File: config.mk
export PLATFORM = sky130hd
export DESIGN_NAME = stream_pattern_detector
export DESIGN_NICKNAME = d
export VERILOG_FILES = /design/src/rtl/stream_pattern_detector.sv
export SDC_FILE = /design/constraint.sdc
export NUM_CORES = 1
export LEC_CHECK = 0
export ABC_AREA = 1
export CAP_MARGIN = 10
export CELL_PAD_IN_SITES_DETAIL_PLACEMENT = 0
export CELL_PAD_IN_SITES_GLOBAL_PLACEMENT = 1
export CORE_ASPECT_RATIO = 1.25
export CORE_MARGIN = 8
export CORE_UTILIZATION = 40
export CTS_CLUSTER_SIZE = 30
export DETAILED_ROUTE_END_ITERATION = 6
export HOLD_SLACK_MARGIN = 0.15
export PLACE_DENSITY_LB_ADDON = 0.1
export SETUP_SLACK_MARGIN = 0.15
export SLEW_MARGIN = 0
export SYNTH_ARGS = -nofsm -noshare
export SYNTH_HDL_FRONTEND = slang
export SYNTH_SLANG_ARGS = --single-unit
File: constraint.sdc
create_clock -name clk -period 2.1 [get_ports clk]
set_clock_uncertainty 0.15 [all_clocks]
set_input_delay 0.21 -clock clk [delete_from_list [all_inputs] [get_ports clk]]
set_output_delay 0.21 -clock clk [all_outputs]
set_load 0.01 [all_outputs]
File: src/rtl/stream_pattern_detector.sv
// Serial frame-based pattern detector: scans FRAME_LEN accepted bits for a
// maskable PAT_W-bit pattern and reports each match start index and a per-frame count.
module stream_pattern_detector #(
  parameter int PAT_W     = 3,
  parameter int FRAME_LEN = 16,
  parameter int IDX_W     = 4,
  parameter int CNT_W     = 4
) (
  input  logic             clk,
  input  logic             reset_n,
  input  logic             start,
  input  logic [PAT_W-1:0] cfg_pattern,
  input  logic [PAT_W-1:0] cfg_mask,
  input  logic             cfg_overlap,
  input  logic             bit_in,
  input  logic             bit_valid,
  output logic             busy,
  output logic             match,
  output logic [IDX_W-1:0] match_idx,
  output logic [CNT_W-1:0] match_cnt,
  output logic             cnt_sat,
  output logic             done
);

  localparam int FW = $clog2(PAT_W + 1);

  typedef enum logic [1:0] {IDLE, FILL, SCAN, DONE} state_t;

  state_t           state;
  logic [PAT_W-1:0] hist, pat, mask;
  logic             ovl;
  logic [IDX_W-1:0] pos;
  logic [FW-1:0]    fill;

  logic             accept, full, hit, last;
  logic [PAT_W-1:0] win;

  assign accept = bit_valid && (state == FILL || state == SCAN);
  assign win    = {hist[PAT_W-2:0], bit_in};
  // The incoming bit completes a window once PAT_W-1 fresh bits are already held.
  assign full   = (fill >= FW'(PAT_W - 1));
  assign hit    = accept && full && (((win ^ pat) & mask) == '0);
  assign last   = (pos == IDX_W'(FRAME_LEN - 1));
  assign busy   = (state == FILL) || (state == SCAN);

  always_ff @(posedge clk or negedge reset_n) begin
    if (!reset_n) begin
      state     <= IDLE;
      hist      <= '0;
      pat       <= '0;
      mask      <= '0;
      ovl       <= 1'b0;
      pos       <= '0;
      fill      <= '0;
      match     <= 1'b0;
      match_idx <= '0;
      match_cnt <= '0;
      cnt_sat   <= 1'b0;
      done      <= 1'b0;
    end else begin
      match <= 1'b0;
      done  <= 1'b0;
      case (state)
        IDLE: if (start) begin
          state     <= FILL;
          hist      <= '0;
          pos       <= '0;
          fill      <= '0;
          match_cnt <= '0;
          cnt_sat   <= 1'b0;
          pat       <= cfg_pattern;
          mask      <= cfg_mask;
          ovl       <= cfg_overlap;
        end
        FILL, SCAN: if (accept) begin
          hist <= win;
          pos  <= pos + IDX_W'(1);
          if (hit) begin
            match     <= 1'b1;
            match_idx <= pos - IDX_W'(PAT_W - 1);
            if (&match_cnt) cnt_sat   <= 1'b1;
            else            match_cnt <= match_cnt + CNT_W'(1);
          end
          // Non-overlapping mode discards the whole matched window.
          if (hit && !ovl)               fill <= '0;
          else if (fill != FW'(PAT_W))   fill <= fill + FW'(1);
          if (last) begin
            state <= DONE;
            done  <= 1'b1;
          end else if (hit && !ovl) begin
            state <= FILL;
          end else if (full) begin
            state <= SCAN;
          end
        end
        DONE:    state <= IDLE;
        default: state <= IDLE;
      endcase
    end
  end

endmodule

**Yosys cells after proc, flatten, opt, wreduce, memory -nomap -nowiden**

Cells that the tools add are included.

- Register bits after elaboration: 28

- Add/subtract/negate cells: 4
- Magnitude comparators: 1
- Eq/ne operators: 12
- Mux-type cells: 32
- Bitwise operators: 2
- Reduce and logical (&&, ||, !) cells: 18

Operators with widths:

| cell | number |
|---|---|
| two-way mux 2 bit | 11 |
| two-way mux 4 bit | 5 |
| case mux 4 bit (2 select lines) | 2 |
| != test 2 bit, second input constant | 6 |
| two-way mux 1 bit | 10 |
| AND reduction 5 bit | 2 |
| AND reduction 3 bit | 3 |
| adder 4 x 1 -> 4 bit, second input constant | 2 |
| case mux 2 bit (2 select lines) | 2 |
| AND reduction 4 bit | 2 |
| case mux 2 bit (3 select lines) | 1 |
| equality test 2 bit, second input constant | 2 |
| equality test 4 bit, second input constant | 1 |
| logical AND 1 bit | 4 |
| != test 4 bit, second input constant | 1 |
| subtractor 4 x 2 -> 4 bit, second input constant | 1 |
| bitwise AND 3 bit | 1 |
| logical NOT 3 bit | 1 |
| != test 3 bit, second input constant | 1 |
| XOR 3 bit | 1 |
| adder 2 x 1 -> 2 bit, second input constant | 1 |
| equality test 2 x 1 -> 1 bit, second input constant | 1 |
| >= comparator 2 bit, second input constant | 1 |
| logical NOT 2 bit | 1 |
| 6 further kinds | 6 |

**Logic depth before layout (Yosys ltp)**

Gate-level depths: netlist (run 1).

- Word-level depth: 10
- Gate-level depth with buffers: 13
- Gate-level depth less buffers: 12

**Worst setup path after synthesis (run 1)**

OpenSTA, ideal clock, no wires.

- Path kind: register to register
- Start point: register state[0]
- End point: register cnt_sat
- Setup time: 0.120 ns
- Arrival time: 1.532 ns
- Path slack: 0.298 ns
- Stages on the path, launching flop included: 10
- Buffers on the path: 1
- Cells stage by stage: dfrtp_1 -> inv_1 -> ha_1 -> buf_6 -> inv_4 -> or2_4 -> nand2_4 -> inv_4 -> a31oi_1 -> nor2_1

- Cells in the longest elaborated chain, start to end: 7
- Elaborated cells on any way between the ends: 15

Ends and longest elaborated chain:

| element | line | text |
|---|---|---|
| start, declared | 29 | `state_t state;` |
| start signal, assigned | 48 | `state <= IDLE;` |
| start signal, assigned | 65 | `state <= FILL;` |
| start signal, assigned | 88 | `state <= DONE;` |
| equality test 2 x 1 -> 1 bit or equality test 2 bit (tied branches) | -- |  |
| logical OR 1 bit (*) | -- |  |
| named net busy | 17 | `output logic busy,` |
| logical AND 1 bit (*) | 38 | `assign accept = bit_valid && (state == FILL \|\| state == SCAN);` |
| logical AND 1 bit (2 in a row) | 42 | `assign hit = accept && full && (((win ^ pat) & mask) == '0);` |
| != test 2 bit (no line) | -- |  |
| AND reduction 5 bit (no line) (*) | -- |  |
| end signal, assigned | 58 | `cnt_sat <= 1'b0;` |
| end signal, assigned | 70 | `cnt_sat <= 1'b0;` |
| end signal, assigned | 81 | `if (&match_cnt) cnt_sat <= 1'b1;` |
| end, declared | 21 | `output logic cnt_sat,` |

Mark *: on every way through the listed nets, which the timed path passes. The rest lies on a longest branch.
A chain may end at the register's enable or synchronous reset.

**Worst setup path after layout (run 1)**

- Start point: register state[0]
- End point: register state[1]

- Cells in the longest elaborated chain, start to end: 10
- Elaborated cells on any way between the ends: 18

Ends and longest elaborated chain:

| element | line | text |
|---|---|---|
| equality test 2 x 1 -> 1 bit or equality test 2 bit (tied branches) | 38, 63 |  |
| logical OR 1 bit | 38 |  |
| logical AND 1 bit | 38 |  |
| logical AND 1 bit (2 in a row) | 42 |  |
| logical AND 1 bit | 90 | `end else if (hit && !ovl) begin` |
| two-way mux 2 bit | 90 |  |
| two-way mux 2 bit | 87 | `if (last) begin` |
| two-way mux 2 bit | 75 | `FILL, SCAN: if (accept) begin` |
| case mux 2 bit (3 select lines) | 63 | `case (state)` |

Several ways; a longest one is shown, not always the timed one. The select of a mux whose other input is x is not followed.

==> results.py, run 1 <==
metrics = {
    "run_status": {
        "outcome": "completed",
    },
    "pwr": {
        "ir_drop_uv": 720,
        "power_density_nw_per_um2": 1550,
        "total_power_mw": 2.95,
        "leakagePower_nw": 0.930,
    },
    "cells_and_area": {
        "final_cell_mix": "nand2_1 (49), dfrtp_1 (28), clkdlybuf4s50_1 (22)",
        "diodes": 0,
        "drive_above_1_share_pct": 19.0,
        "nNetsFinal": 226,
        "syn2layout_area_growth_pct": 24.7,
        "layout_commonest_cell": "nand2_1",
    },
    "floorplanning": {
        "core_region_area_um2": 3720,
        "die_h_um": 85.1,
        "rows": 25,
        "dieWidth_um": 71.3,
        "initial_core_util_pct": 41.0,
        "pin_count": 24,
        "die-area_um2": 6060,
    },
    "synthesis": {
        "syn_area_per_cell_um2": 8.67,
        "netlist_top_cells_area": "dfrtp_1 (46%), nand2_1 (12%), ha_1 (6.6%), inv_1 (4.7%), nand2_4 (3.7%)",
        "ys_types": 28,
        "syn_area_um2": 1530,
        "synthCells": 176,
        "yosysSeqAreaShare_pct": 45.9,
        "netlist.area_leader.share_pct": 45.9,
        "yosysTopAreaCell": "dfrtp_1",
        "syn-num-nets": 196,
        "synth_seq_cells": 28,
        "yosys_warnings": 0,
    },
    "timing": {
        "tightest_slew_ns": 0.361,
        "hold_viol": 0,
        "slew_viol_final": 0,
        "fmax_ghz": 0.563,
        "fin_ws_ns": 0.324,
        "slew_headroom_pct": 75.9,
        "rsz0062_at_grt": "false",
        "setup-tns-final_ns": 0,
        "period_share_pct": 84.6,
        "min_period_ns": 1.78,
        "setup-violations-final": 0,
    },
    "global_routing": {
        "antenna_found_initial": 0,
        "grt_use_total_pct": 11.2,
        "grt_pass1_wl_um": 5640,
        "first_global_vias": 1287,
        "grt.overflow.total": 0,
        "grt_max_degree": 29,
    },
    "worst_setup_path": {
        "critPathArrivalTime_ns": 1.79,
        "critPathKind": "reg -> reg",
        "timing.rr.start": "state[0]$_DFFE_PN0P_",
        "cp_max_fo": 10,
        "cp.required_ns": 2.12,
        "timing.rr.end": "state[1]$_DFFE_PN0P_",
        "endpoint_kind": "flip-flop",
        "rr_worst_depth": 11,
        "crit_end": "state[1]$_DFFE_PN0P_",
        "r2r_slack_ns": 0.32,
        "crit_start": "state[0]$_DFFE_PN0P_",
        "cp-start-kind": "flip-flop",
    },
    "route": {
        "dr.pass1.iters": 4,
        "antenna_left": 0,
        "drc": 0,
        "drtIter0Drc": 27,
        "vias": 1166,
        "wirelength_um": 3010,
        "via_per_inst": 4.76,
        "routedWlPerCell_um": 12.3,
    },
    "clocking": {
        "numCtsBuffers": 3,
        "cts.sinks": 28,
        "root_buffer": "clkbuf_8",
        "cts_max_level": 1,
        "cts_tree": "yes",
        "clkLatencyLatePin_ns": 0.27,
        "cts.path.max_buffers": 2,
        "clk_pin_slew_worst_paths_ns": 0.10,
    },
    "place": {
        "io_buffers": 23,
        "gp_congestion": 0.785,
        "place_hpwl_um": 2380,
        "place_ws_ns": 0.204,
    },
    "run": {
        "drv_cap": 0,
    },
    "worst_hold_path": {
        "hp-class": "in -> async",
    },
}
-- through the flow --
| step | cell area, um^2 | hold slack, ns | util [%] | cells |
|---|---|---|---|---|
| global placement | 1820 | 0.321 | 48.9 | 241 |
| detailed placement | 1820 | 0.320 | 48.9 | 241 |
| global route | 1900 | 0.205 | 51.1 | 245 |
| CTS | 1890 | 0.176 | 50.9 | 245 |
| finish | 1900 | 0.164 | 51.1 | 245 |
| floorplan | 1530 | -0.236 | - | 176 |
-- worst min path at each step --
stage | startpoint | end | slack (ns) | cells after the start
after global routing | reset_n | match_idx[2]$_DFFE_PN0P_ | 0.20 | 2
final | reset_n | match_idx[2]$_DFFE_PN0P_ | 0.16 | 2
after CTS | reset_n | match_idx[2]$_DFFE_PN0P_ | 0.18 | 2
after floorplan | reset_n | cnt_sat$_DFFE_PN0P_ | -0.24 | 0
after global placement | mask[0]$_DFFE_PN0P_ | mask[0]$_DFFE_PN0P_ | 0.32 | 2
after detailed placement | mask[0]$_DFFE_PN0P_ | mask[0]$_DFFE_PN0P_ | 0.32 | 2
-- routing by layer --
metal / global-route usage (%) / vias up / routed length (um)
met3: 3.30 / 2 / 184
met5: 0 / - / 0
met4: 2.28 / 0 / 19
met2: 20.2 / 22 / 1530
met1: 12.6 / 533 / 1280
li1: - / 609 / -
-- critical path, cell delays in order (launching register included) --
cell and delay, ns:
dfrtp_1 0.40, inv_1 0.09, ha_4 0.31, nand2_2 0.07, a21oi_2 0.10, nand2_1 0.07
inv_2 0.08, nand2_4 0.09, nand2_4 0.10, nand2_2 0.07, nor2_2 0.08, o21ai_1 0.07
-- final cells by class --
| cell class | instances | area, um^2 |
|---|---|---|
| clock buffer | 3 | 41.3 |
| clock inverter | 1 | 30.0 |
| fill | 376 | 1820 |
| inverter | 24 | 95.1 |
| multi-input combinational | 122 | 727 |
| sequential | 28 | 701 |
| tap | 40 | 50.0 |
| timing repair buffer | 27 | 259 |
-- power by group --
part           internal (mW)  leakage (nW)  switching (mW)
Clock                  0.255        0.0357           0.169
Combinational          0.682         0.532           0.957
Sequential             0.748         0.362           0.142
Total                   1.69         0.930            1.27
-- synth_stat cells, drive strengths merged --
cell type / instances
dfrtp: 28
o22ai: 2
o21ai: 16
inv: 22
nand3: 12
or2: 3
a21oi: 4
xnor2: 1
xor2: 2
buf: 2
ha: 8
nand2: 59
nor2: 14
clkinv: 2
a31oi: 1
-- what timing repair did --
| item | CTS | global route |
|---|---|---|
| hold endpoints to repair | 0 | 0 |
| hold buffers | 0 | 0 |
| endpoints found under the setup margin | 1 | 9 |
| gates resized for setup | 2 | 1 |
| buffers inserted | 0 | 0 |
-- flip-flops by register name (all words and copies together), names as in the netlist, 2 cells and up --
signal / count
fill: 2
state: 2
hist: 2
pat: 3
pos: 4
match_idx: 4
match_cnt: 4
mask: 3
-- cell families after synthesis --
| family | synth area share, % |
|---|---|
| buffers and inverters | 7.29 |
| XOR/XNOR | 1.72 |
| AO/OA/AOI/OAI | 10.2 |
| flip-flops | 45.9 |
| AND/OR/NAND/NOR | 28.4 |
| adder cells (fa/ha/maj) | 6.56 |
Note: power is estimated with default switching activity, not from simulation.
==> run 2: changes to the inputs <==
CORE_UTILIZATION = 36   (was 40)
clock period = 1.6 ns   (was 2.1 ns; I/O delays follow)
==> run 2 against run 1 <==
The run now ends with setup timing left. Flip-flop and latch count did not move. Setup slack got worse by 0.45 ns. Critical path depth stayed put. First-iteration DRC count grew 7.4%. Wire length increased by 13%. Cell area rose by 12%. Sequential share of layout area is 3.9 points lower. Global-route usage up 0.24 points. Non-clock buffer count increased by 18. Combinational power increased by 72%. Die area grew 8.8%. Worst hold slack better by 0.091 ns. Largest power group unchanged.
==> results.py, run 2 (same netlist as run 1, synthesis figures left out) <==
metrics = {
    "run_status": {
        "outcome": "complete, but fails checks",
        "violations": "setup timing",
    },
    "worst_setup_path": {
        "cp_max_fo": 6,
        "critPathMaxStageDelay_ns": 0.38,
        "cp_common_cell": "nand2_4",
        "timing.rr.start": "state[1]$_DFFE_PN0P_",
        "crit_chain": "inv_2, ha_4, nand2_4, a21oi_2, nand2_1, inv_2, nand2_4, nand2_4, nand2_4, nand2_2, o21ai_1",
        "cp-start-kind": "flip-flop",
        "endpoint_kind": "flip-flop",
        "critPathKind": "reg -> reg",
        "cp_top_family": "simple AND/OR/NAND/NOR gates",
        "crit_start": "state[1]$_DFFE_PN0P_",
        "cp.required_ns": 1.62,
        "cp_num_buf_inv": 2,
        "crit_slowest_cell": "dfrtp_1",
        "critPathArrivalTime_ns": 1.74,
    },
    "timing": {
        "tightest_slew_ns": 0.374,
        "hold_viol": 0,
        "slew_headroom_pct": 75.1,
        "hold_ws_ns": 0.255,
        "setup-violations-final": 15,
        "fmax_ghz": 0.580,
        "rsz0062_at_grt": "true",
        "slew_viol_final": 0,
        "min_period_ns": 1.72,
        "setup-tns-final_ns": -1.35,
        "period_share_pct": 108,
        "fin_ws_ns": -0.124,
    },
    "clocking": {
        "root_buffer": "clkbuf_8",
        "clk_pin_slew_worst_paths_ns": 0.10,
        "cts.sinks": 28,
        "cts.path.max_buffers": 2,
        "cts_max_level": 1,
        "numCtsBuffers": 3,
        "clkLatencyLatePin_ns": 0.27,
        "cts_tree": "yes",
    },
    "floorplanning": {
        "core_region_area_um2": 4100,
        "pin_count": 24,
        "initial_core_util_pct": 37.2,
        "die_h_um": 88.8,
        "dieWidth_um": 74.2,
        "die-area_um2": 6590,
        "rows": 26,
    },
    "place": {
        "place_hpwl_um": 2580,
        "gp_congestion": 0.736,
        "place_ws_ns": -0.128,
        "io_buffers": 23,
        "placed_area_um2": 1960,
    },
    "route": {
        "antenna_left": 0,
        "vias": 1254,
        "drc": 0,
        "dr.pass1.iters": 2,
        "via_per_inst": 4.49,
        "routedWlPerCell_um": 12.2,
        "drtIter0Drc": 29,
        "wirelength_um": 3400,
    },
    "pwr": {
        "p_clk_share_pct": 12.4,
        "p_sw_mw": 1.97,
        "power_density_nw_per_um2": 2130,
        "ir_drop_uv": 1100,
        "p_int_mw": 2.57,
        "switching_share_pct": 43.4,
        "p_comb_share_pct": 62.1,
        "leakagePower_nw": 1.08,
        "p_seq_share_pct": 25.5,
    },
    "worst_hold_path": {
        "hp-class": "in -> reg",
        "min_from": "cfg_pattern[0]",
    },
    "cells_and_area": {
        "final_cell_area_um2": 2130,
        "drive_above_1_share_pct": 30.0,
        "fin_util_pct": 52.0,
        "final_cell_mix": "nand2_1 (45), dfrtp_1 (28), buf_4 (20)",
        "nNetsFinal": 244,
        "reg_top3": "match_cnt x4, match_idx x4, pos x4",
        "layout_commonest_cell": "nand2_1",
        "syn2layout_area_growth_pct": 39.5,
        "diodes": 0,
    },
    "global_routing": {
        "grt_use_total_pct": 11.5,
        "grt_max_degree": 29,
        "antenna_found_initial": 0,
        "grt_pass1_wl_um": 6010,
        "grt.overflow.total": 0,
        "first_global_vias": 1313,
    },
    "run": {
        "drv_cap": 0,
    },
}
## run 2: cell types whose count changed in the layout (fill, tap and decap cells not counted), moves of 3 or more
| cell | previous run | this run |
|---|---|---|
| dlygate4sd2_1 | 1 | 10 |
| buf_4 | 4 | 20 |
| nand2_1 | 49 | 45 |
| clkdlybuf4s50_1 | 22 | 11 |
| o21ai_0 | 8 | 5 |
## run 2: through the flow
| stage | power (mW) | std cells |
|---|---|---|
| 2_1_floorplan | 2.92 | 176 |
| 3_3_place_gp | 3.65 | 268 |
| 3_5_place_dp | 3.72 | 268 |
| 4_1_cts | 4.40 | 277 |
| 5_1_grt | 4.97 | 279 |
| 6_report | 4.55 | 279 |
## run 2: power groups by stage
stage                     Sequential, mW  Clock [mW]  Combinational [mW]
after floorplan                     1.19           0                1.73
after global placement              1.17           0                2.48
after detailed placement            1.17           0                2.55
after CTS                           1.16       0.581                2.66
after global routing                1.20       0.608                3.16
final                               1.16       0.562                2.82
## run 2: final cells by class
class / instances / area, um^2
inverters: 24 / 103
fillers: 433 / 1970
multi-input cells: 122 / 795
repair buffers: 45 / 390
clock buffers: 3 / 41.3
well taps: 56 / 70.1
flip-flops and latches: 28 / 701
clock inverters: 1 / 30.0
## run 2: worst min-delay path: cells and delay by family
family / cells / cell delay (ns)
buf+inv: 1 / 0.39
simple gates: 2 / 0.10
## run 2: path summary, 6_finish.rpt
kind,endpoint,slack [ns],depth (start not counted)
worst min-delay path,pat[0]$_DFFE_PN0P_,0.25,3
worst min register to register,match_idx[2]$_DFFE_PN0P_,0.33,2
worst max-delay path,match_cnt[2]$_DFFE_PN0P_,-0.12,11
min in group asynchronous,pos[1]$_DFFE_PN0P_,0.67,3
max in group asynchronous,state[1]$_DFFE_PN0P_,0.36,3
worst max register to register,match_cnt[2]$_DFFE_PN0P_,-0.12,11
## run 2: timing repair
item	4_1_cts	5_1_grt
gates resized for setup	16	16
setup endpoints to repair	39	23
gates cloned	0	0
setup buffers	4	2
endpoints found under the hold margin	28	0
pin swaps	4	7
hold buffers	1	0
## run 2: layer usage
metal | GRT usage, % | part of all wire (%)
met1 | 13.8 | 44
met3 | 2.27 | 4.1
met4 | 3.21 | 0.71
met2 | 20.0 | 51
met5 | 0 | 0
==> run 3: changes to the inputs <==
ABC_AREA = default   (was 1)
CORE_UTILIZATION = 37   (was 36)
PLACE_DENSITY = 0.73   (was default)
PLACE_DENSITY_LB_ADDON = default   (was 0.1)
==> run 3 against run 2 <==
The flow still finishes with violations (setup timing). First-iteration DRC count is 150% higher. Clock power is 21% lower. Global-route usage is 1.8 points higher. Cell area is 20% higher. Maximum frequency is 5.9% lower. Worst hold slack better by 0.086 ns. Combinational power is 27% higher.
==> results.py, run 3 <==
metrics = {
    "run_status": {
        "outcome": "complete, but fails checks",
        "violations": "setup timing",
    },
    "route": {
        "antenna_left": 0,
        "wirelength_um": 4160,
        "drtIter0Drc": 72,
        "routedWlPerCell_um": 15.2,
        "dr.pass1.iters": 4,
        "vias": 1385,
        "drc": 0,
        "via_per_inst": 5.07,
    },
    "cells_and_area": {
        "diodes": 0,
        "multiInputGateArea_um2": 1020,
        "reg_top3": "match_cnt x4, match_idx x4, pos x4",
        "layout_commonest_cell": "buf_4",
        "nNetsFinal": 238,
        "final_cell_mix": "buf_4 (33), dfrtp_1 (27), buf_6 (15)",
        "final_cell_area_um2": 2550,
        "drive_above_1_share_pct": 48.4,
        "syn2layout_area_growth_pct": 63.9,
        "fin_util_pct": 62.7,
        "n_fill_cell": 338,
        "ff_latch_area_um2": 702,
    },
    "floorplanning": {
        "rows": 26,
        "pin_count": 24,
        "dieWidth_um": 74.0,
        "die-area_um2": 6550,
        "core_region_area_um2": 4070,
        "die_h_um": 88.5,
        "initial_core_util_pct": 38.2,
    },
    "place": {
        "place_hpwl_um": 2930,
        "gp_congestion": 0.822,
        "placed_area_um2": 2120,
        "io_buffers": 23,
        "place_ws_ns": -0.324,
    },
    "pwr": {
        "power_density_nw_per_um2": 2050,
        "total_power_mw": 5.24,
        "ir_drop_uv": 983,
        "leakagePower_nw": 1.22,
    },
    "timing": {
        "min_period_ns": 1.83,
        "rsz0062_at_grt": "true",
        "setup-violations-final": 17,
        "fin_ws_ns": -0.233,
        "period_share_pct": 115,
        "slew_viol_final": 0,
        "setup-tns-final_ns": -2.36,
        "slew_headroom_pct": 75.6,
        "hold_viol": 0,
        "tightest_slew_ns": 0.366,
        "fmax_ghz": 0.546,
    },
    "clocking": {
        "root_buffer": "clkbuf_8",
        "cts_tree": "yes",
        "numCtsBuffers": 3,
        "cts.sinks": 28,
        "clkLatencyLatePin_ns": 0.28,
        "clk_pin_slew_worst_paths_ns": 0.10,
        "cts.path.max_buffers": 2,
        "cts_max_level": 1,
    },
    "global_routing": {
        "first_global_vias": 1426,
        "grt_pass1_wl_um": 6670,
        "grt.overflow.total": 0,
        "grt_use_total_pct": 13.3,
        "antenna_found_initial": 0,
        "grt_max_degree": 29,
    },
    "synthesis": {
        "synth-edff-count": 0,
        "syn_area_per_cell_um2": 10.7,
        "synthCells": 146,
        "yosysMostFrequentCell": "dfrtp_1",
        "netlist_top_cells_area": "dfrtp_1 (45%), ha_1 (6.4%), mux2_2 (5.1%), nand3_1 (3.2%), nand2_1 (2.9%)",
        "syn-num-nets": 166,
        "yosys_warnings": 0,
        "synth_seq_cells": 28,
        "netlist.area_leader.share_pct": 45.1,
        "ys.flop_type": "dfrtp_1",
        "synth_common_cells": "dfrtp_1 (28), nand2_1 (12), inv_1 (11)",
        "async_reset_ff_share_pct": 100,
        "yosysTopAreaCell": "dfrtp_1",
        "syn_area_um2": 1560,
        "ys_types": 41,
        "yosysSeqAreaShare_pct": 45.1,
    },
    "worst_setup_path": {
        "rr_worst_depth": 8,
        "crit_chain": "inv_2, ha_4, nand2_4, a211oi_4, buf_6, nand2_8, clkinv_4, mux2_4",
        "cp_num_buf_inv": 3,
        "endpoint_kind": "flip-flop",
        "cp_top_family": "flip-flops",
        "crit_slowest_cell": "dfrtp_1",
        "cp.required_ns": 1.62,
        "r2r_slack_ns": -0.23,
        "critPathMaxStageDelay_ns": 0.38,
        "critPathArrivalTime_ns": 1.85,
        "cp-start-kind": "flip-flop",
        "cp_max_fo": 5,
        "timing.rr.start": "state[0]$_DFFE_PN0P_",
        "critPathKind": "reg -> reg",
        "timing.rr.end": "match_idx[3]$_DFFE_PN0P_",
    },
    "worst_hold_path": {
        "min_path_cells": 2,
        "hp-class": "in -> reg",
        "min_to": "mask[2]$_DFFE_PN0P_",
        "min_from": "cfg_mask[2]",
    },
    "run": {
        "drv_cap": 0,
    },
}
run 3: changes by cell type after synthesis, moves of 4 or more:
cell     previous run  this run
nand2_1            49        12
o21ai_1             5         0
nand3_2             4         0
nand2_2             5         0
mux2_2              0         7
nand2_4             5         1
inv_1              19        11
run 3: layout make-up:
cell class                      count  share of cell area (%)
Inverter                           12                    1.96
Tap cell                           56                    2.75
Multi-Input combinational cell    101                    40.1
Timing Repair Buffer               72                    25.5
Clock buffer                        4                    2.16
Sequential cell                    28                    27.5
run 3: worst max path at each step:
stage | from | end | slack, ns | cells after the start
global placement | bit_valid | match_idx[3]$_DFFE_PN0P_ | -0.27 | 6
floorplan | state[1]$_DFFE_PN0P_ | match_idx[3]$_DFFE_PN0P_ | -0.39 | 8
global route | fill[0]$_DFFE_PN0P_ | match_idx[3]$_DFFE_PN0P_ | -0.28 | 9
CTS | fill[0]$_DFFE_PN0P_ | match_idx[3]$_DFFE_PN0P_ | -0.23 | 9
detailed placement | state[0]$_DFFE_PN0P_ | match_idx[3]$_DFFE_PN0P_ | -0.32 | 7
finish | state[0]$_DFFE_PN0P_ | match_idx[3]$_DFFE_PN0P_ | -0.23 | 8
run 3: through the flow:
step / instances / hold slack, ns
global placement: 252 / 0.347
global route: 273 / 0.338
finish: 273 / 0.341
CTS: 269 / 0.338
floorplan: 146 / -0.286
detailed placement: 252 / 0.346
run 3: power breakdown:
part,leakage [nW],internal (mW),switching [mW]
sequential,0.351,0.993,0.216
clock,0.0288,0.221,0.225
combinational,0.842,1.96,1.62
total,1.22,3.18,2.06
run 3: routing by layer:
metal,GRT usage [%],up-vias,part of all wire (%)
li1,-,665,-
met1,14.4,684,40
met2,23.9,29,54
met3,2.72,7,3.8
met4,6.01,0,1.9
met5,0,-,0
run 3: cells by family after synthesis:
family	Yosys count	synth area share (%)
xor+xnor	6	3.38
flops	28	45.1
compound gates	30	16.3
simple gates	45	14.6
buf+inv	17	5.23
mux	12	9.01
fa+ha+maj	8	6.44
run 3: timing repair:
action,4_1_cts,5_1_grt
hold buffers,1,0
setup endpoints to repair,32,29
pin swaps,15,15
endpoints found under the hold margin,28,0
setup buffers,12,4
gates resized for setup,40,38
run 3: worst reg2reg max path, stage by stage, from the launching register on:
cell	delay, ns
dfrtp_1	0.38
inv_2	0.06
ha_4	0.31
nand2_4	0.07
a211oi_4	0.15
buf_6	0.17
nand2_8	0.07
clkinv_4	0.07
mux2_4	0.28
==> patch 1, RTL diff (settings of run 3) <==
`PAT_W`: 3 -> 2.
--- a/src/rtl/stream_pattern_detector.sv
+++ b/src/rtl/stream_pattern_detector.sv
@@ -3,3 +3,3 @@
 module stream_pattern_detector #(
-  parameter int PAT_W     = 3,
+  parameter int PAT_W     = 2,
   parameter int FRAME_LEN = 16,
Ports: changed (resized cfg_mask and cfg_pattern); port bits go from 24 to 22. No check against the original RTL was run, so the function may have changed too.
==> patch 1 against run 3 <==
  * The run still ends with setup timing left
  * Clock power fell by 11%
  * Global-route usage fell by 1.6 points
  * Core utilization fell by 5.0 points
  * Total power fell by 15%
  * Via count fell by 15%
  * Worst setup slack got worse by 0.032 ns
  * Area after synthesis fell by 11%
  * Synthesized cell count fell by 12%
  * Sequential cell count fell by 3
  * Wire length fell by 19%
  * Critical path depth fell by 1
  * Cell area fell by 17%
  * Critical path type unchanged
==> patch 1: results (changes against run 3) <==
{| class="wikitable"
! Metric !! Value
|-
| Met2 wire length || 1.85 mm (-18%)
|-
| Maximum VDD drop || 0.00144 V (+47%)
|-
| Commonest cells post-synth || sky130_fd_sc_hd__dfrtp_1, sky130_fd_sc_hd__nand2_1, sky130_fd_sc_hd__inv_1
|-
| DRC violation total after the first TritonRoute iteration || 55 (-24%)
|-
| Worst setup slack after layout || -0.264 ns (-0.0317 ns)
|-
| Final-layout clock buffer total || 3 (-1)
|-
| Worst-case reg-to-reg path depth || 7 (-1)
|-
| Vias in the first global route || 1260 (-12%)
|-
| Share of cells above drive strength 1 || 41.6% (-6.8 points)
|-
| Count of cells resized by post-cts repair || 46 (+15%)
|-
| Maximum number of pins on one net before global-route repair || 26 (-10%)
|-
| Via count || 1173 (-15%)
|-
| Net count, final || 204 (-14%)
|-
| GR Util met1 || 12.5% (-1.9 points)
|-
| Count of distinct cell types in the synthesized netlist || 39 (-4.9%)
|-
| Largest cells by area after synthesis || sky130_fd_sc_hd__dfrtp_1, sky130_fd_sc_hd__ha_1, sky130_fd_sc_hd__mux2_2
|-
| Result of the run || finished with violations
|-
| Violated checks || setup timing
|-
| Number of buffers added for setup after CTS || 6 (-6)
|-
| Average wire per standard cell || 15.0 µm (-1.6%)
|-
| Setup_tns || -2.68 ns (-0.316 ns)
|-
| Post-synthesis net count || 147 (-11%)
|-
| Kind of cell with the highest combined delay on the critical path || compound AO/OA/AOI/OAI gates
|-
| GRT Util Overall || 11.7% (-1.6 points)
|-
| Setup violators final || 18 (+1)
|-
| Worst setup slack before clock tree synthesis || -0.406 ns (-0.0819 ns)
|-
| P per Cell Area || 2090 nW/µm² (+1.7%)
|-
| Detailed-placement wirelength estimate || 2.43 mm (-17%)
|-
| Register area || 626 µm² (-11%)
|-
| Global-route wire length before repair || 5.71 mm (-14%)
|-
| Number of multi-input logic gates || 91 (-9.9%)
|-
| Non-clk buf share || 23.1% (-2.4 points)
|-
| Placed cell areas || 1850 µm² (-13%)
|-
| Max-Slew Margin vs Limit || 70.8% (-4.8 points)
|-
| Met1 Wirelength || 1.39 mm (-17%)
|-
| DR WL met3 || 112 µm (-30%)
|-
| M2 GR Usage || 21.7% (-2.2 points)
|-
| Nonclk inv count || 10 (-2)
|}
patch 1: cell count changes after synthesis, moves of 3 or more:
| cell | delta |
|---|---|
| sky130_fd_sc_hd__nand3b_1 | +3 |
| sky130_fd_sc_hd__o21ai_0 | +3 |
| sky130_fd_sc_hd__nor2_1 | -5 |
| sky130_fd_sc_hd__nand3_1 | -5 |
| sky130_fd_sc_hd__a211oi_1 | -3 |
| sky130_fd_sc_hd__dfrtp_1 | -3 |
patch 1: through the flow:
step,instances,hold slack [ns]
2_1_floorplan,129,-0.286
3_3_place_gp,209,0.345
3_5_place_dp,209,0.343
4_1_cts,220,0.355
5_1_grt,225,0.351
6_report,225,0.352
patch 1: logic make-up after synthesis:
kind of cell	count (synthesis)	share of synthesized area [%]
compound gates	29	17.3
xor+xnor	4	2.53
fa+ha+maj	8	7.24
buf+inv	13	3.89
flops	25	45.2
mux	11	8.78
simple gates	39	15.0
patch 1: report_power, final:
part / internal [mW] / switching [mW] / total [mW]
Clock: 0.177 / 0.218 / 0.395
Sequential: 0.895 / 0.231 / 1.13
Combinational: 1.58 / 1.35 / 2.92
Total: 2.65 / 1.79 / 4.44
patch 1: path summary, 6_finish.rpt:
kind / startpoint / endpoint / slack, ns
min in group asynchronous: reset_n / match$_DFF_PN0_ / 0.63
max reg2reg: fill[1]$_DFFE_PN0P_ / state[1]$_DFFE_PN0P_ / -0.26
max: fill[1]$_DFFE_PN0P_ / state[1]$_DFFE_PN0P_ / -0.26
max in group asynchronous: reset_n / pos[3]$_DFFE_PN0P_ / 0.42
min reg2reg: match_idx[3]$_DFFE_PN0P_ / match_idx[3]$_DFFE_PN0P_ / 0.36
min: cfg_overlap / ovl$_DFFE_PN0P_ / 0.35
==> patch 2, RTL diff (config.mk and constraints of run 3) <==
Without the edit above. Register the inputs `start`, `cfg_pattern`, `cfg_mask`, `cfg_overlap`, `bit_in` and `bit_valid` before use, with the module's reset. The logic sees them one clock later.
--- a/src/rtl/stream_pattern_detector.sv
+++ b/src/rtl/stream_pattern_detector.sv
@@ -28,2 +28,27 @@
 
+  logic start_q;
+  logic [PAT_W-1:0] cfg_pattern_q;
+  logic [PAT_W-1:0] cfg_mask_q;
+  logic cfg_overlap_q;
+  logic bit_q;
+  logic bit_valid_q;
+
+  always_ff @(posedge clk or negedge reset_n) begin
+    if (!reset_n) begin
+      start_q       <= '0;
+      cfg_pattern_q <= '0;
+      cfg_mask_q    <= '0;
+      cfg_overlap_q <= '0;
+      bit_q         <= '0;
+      bit_valid_q   <= '0;
+    end else begin
+      start_q       <= start;
+      cfg_pattern_q <= cfg_pattern;
+      cfg_mask_q    <= cfg_mask;
+      cfg_overlap_q <= cfg_overlap;
+      bit_q         <= bit_in;
+      bit_valid_q   <= bit_valid;
+    end
+  end
+
   state_t           state;
@@ -37,4 +62,4 @@
 
-  assign accept = bit_valid && (state == FILL || state == SCAN);
-  assign win    = {hist[PAT_W-2:0], bit_in};
+  assign accept = bit_valid_q && (state == FILL || state == SCAN);
+  assign win    = {hist[PAT_W-2:0], bit_q};
   // The incoming bit completes a window once PAT_W-1 fresh bits are already held.
@@ -63,3 +88,3 @@
       case (state)
-        IDLE: if (start) begin
+        IDLE: if (start_q) begin
           state     <= FILL;
@@ -70,5 +95,5 @@
           cnt_sat   <= 1'b0;
-          pat       <= cfg_pattern;
-          mask      <= cfg_mask;
-          ovl       <= cfg_overlap;
+          pat       <= cfg_pattern_q;
+          mask      <= cfg_mask_q;
+          ovl       <= cfg_overlap_q;
         end
Check against the original RTL: not equivalent (a bounded check fails within 4 cycles, from zero or initial values and one cycle with reset_n low).
==> patch 2 against run 3 <==
  * The run still ends with setup timing left
  * Wire length rose by 9.6%
  * Non-clock buffer count down 4
  * Clock power is 78% higher
  * Area after synthesis increased by 15%
  * Worst setup slack got worse by 0.012 ns
  * Sequential cell count rose by 10
  * Critical path depth fell by 1
  * Total power up 2.9%
  * Cell area up 5.4%
  * Largest power group unchanged
==> patch 2: results (changes against run 3) <==
{| class="wikitable"
! Metric !! Value
|-
| Result of the run || finished with violations
|-
| Violated checks || setup timing
|-
| Final-layout fill cell count || 396 (+17%)
|-
| H-tree depth || 2 (+1)
|-
| Share of the synthesized area in compound gates (AO/OA/AOI/OAI) || 15.7% (-0.51 points)
|-
| Detailed-placement wirelength estimate || 3.10 mm (+5.6%)
|-
| Endpoint of the worst register-to-register path || match_cnt[2]$_DFFE_PN0P_
|-
| Worst setup slack after layout || -0.244 ns (-0.0116 ns)
|-
| Count of distinct cell types in the synthesized netlist || 36 (-12%)
|-
| DRC violation total after the first TritonRoute iteration || 121 (+68%)
|-
| Final standard cell area without fillers || 2690 µm² (+5.4%)
|-
| Kind of cell with the highest combined delay on the critical path || compound AO/OA/AOI/OAI gates
|-
| Arrival time of data at the critical path endpoint || 1.88 ns (+0.03 ns)
|-
| GRT Util Overall || 12.7% (-0.56 points)
|-
| Multiplexer area fraction after synthesis || 7.35% (-1.7 points)
|-
| Pin slew with the least headroom to its limit || 0.490 ns (+0.124 ns)
|-
| Sequential share of the synthesized area || 53.2% (+8.1 points)
|-
| Maximum number of pins on one net before global-route repair || 39 (+34%)
|-
| Critical register-to-register path startpoint || state[1]$_DFFE_PN0P_
|-
| Worst setup slack before clock tree synthesis || -0.303 ns (+0.0213 ns)
|-
| Placed cell areas || 2320 µm² (+9.3%)
|-
| Net count, final || 249 (+4.6%)
|-
| Synth Area in XOR/XNOR || 1.96% (-1.4 points)
|-
| P_leak || 1.23 nW (+0.81%)
|-
| Total wire length || 4.56 mm (+9.6%)
|-
| Commonest cells post-synth || sky130_fd_sc_hd__dfrtp_1, sky130_fd_sc_hd__inv_1, sky130_fd_sc_hd__nand2_1
|-
| Number of buffers created by CTS || 5 (+2)
|-
| Origin of the worst min-delay path || cfg_pattern[0]
|-
| Sw Share || 38.2% (-1.1 points)
|-
| Setup_tns || -3.10 ns (-0.738 ns)
|-
| Vias in the first global route || 1598 (+12%)
|-
| Endpoint of the worst hold path || cfg_pattern_q[0]$_DFF_PN0_
|-
| Setup violators final || 21 (+4)
|-
| Maximum fanout along the worst path || 7 (+2)
|-
| Global-route wire length before repair || 7.48 mm (+12%)
|-
| Worst-path clk slew || 0.07 ns (-0.03 ns)
|}
==> patch 2: worst max-delay path by stage <==
stage                         startpoint                  endpoint  slack (ns)  cells after the start
detailed placement  state[1]$_DFFE_PN0P_  match_cnt[2]$_DFFE_PN0P_       -0.30                      7
finish              state[1]$_DFFE_PN0P_  match_cnt[2]$_DFFE_PN0P_       -0.24                      7
global placement    state[1]$_DFFE_PN0P_       fill[0]$_DFFE_PN0P_       -0.25                      6
CTS                 state[1]$_DFFE_PN0P_       fill[1]$_DFFE_PN0P_       -0.20                      6
floorplan           state[1]$_DFFE_PN0P_       fill[0]$_DFFE_PN0P_       -0.41                      8
global route        state[0]$_DFFE_PN0P_  match_cnt[2]$_DFFE_PN0P_       -0.33                      8
==> patch 2: layer usage <==
layer | GRT usage (%) | share of wire (%) | vias to the layer above
li1 | - | - | 708
met3 | 3.35 | 4.2 | 8
met2 | 22.0 | 53 | 35
met4 | 5.73 | 1.9 | 0
met5 | 0 | 0 | -
met1 | 14.3 | 41 | 746
==> patch 2: power by group through the flow <==
stage | Combinational (mW) | Clock, mW | Sequential, mW
CTS | 2.85 | 0.818 | 1.45
detailed placement | 2.54 | 0 | 1.46
finish | 3.13 | 0.792 | 1.46
global placement | 2.46 | 0 | 1.44
global route | 3.37 | 0.860 | 1.49
floorplan | 1.49 | 0 | 1.50
==> patch 2: cells by family (layout without fill, tap and decap cells) <==
group,after synthesis,in the layout
compound gates,38,38
xor+xnor,4,4
fa+ha+maj,8,8
buf+inv,19,89
flops,38,38
mux,12,12
simple gates,40,41
==> patch 2: repair_timing <==
| item | CTS | global route |
|---|---|---|
| endpoints found under the hold margin | 41 | 1 |
| gates cloned | 1 | 0 |
| buffers inserted | 3 | 5 |
| gates resized for setup | 34 | 21 |
| endpoints found under the setup margin | 39 | 32 |
| pin swaps | 11 | 5 |
| hold buffers | 4 | 1 |
==> patch 2: cell type report <==
type	count	share of cell area [%]
well taps	60	2.79
clock inverters	3	1.49
flip-flops and latches	38	35.4
clock buffers	5	2.56
inverters	13	1.91
repair buffers	68	21.8
multi-input cells	103	34.1
==> patch 2: stage by stage <==
step	std cells	hold slack (ns)
final	290	0.162
after global routing	290	0.150
after floorplan	159	-0.286
after global placement	268	0.0807
after detailed placement	268	0.0868
after CTS	284	0.153
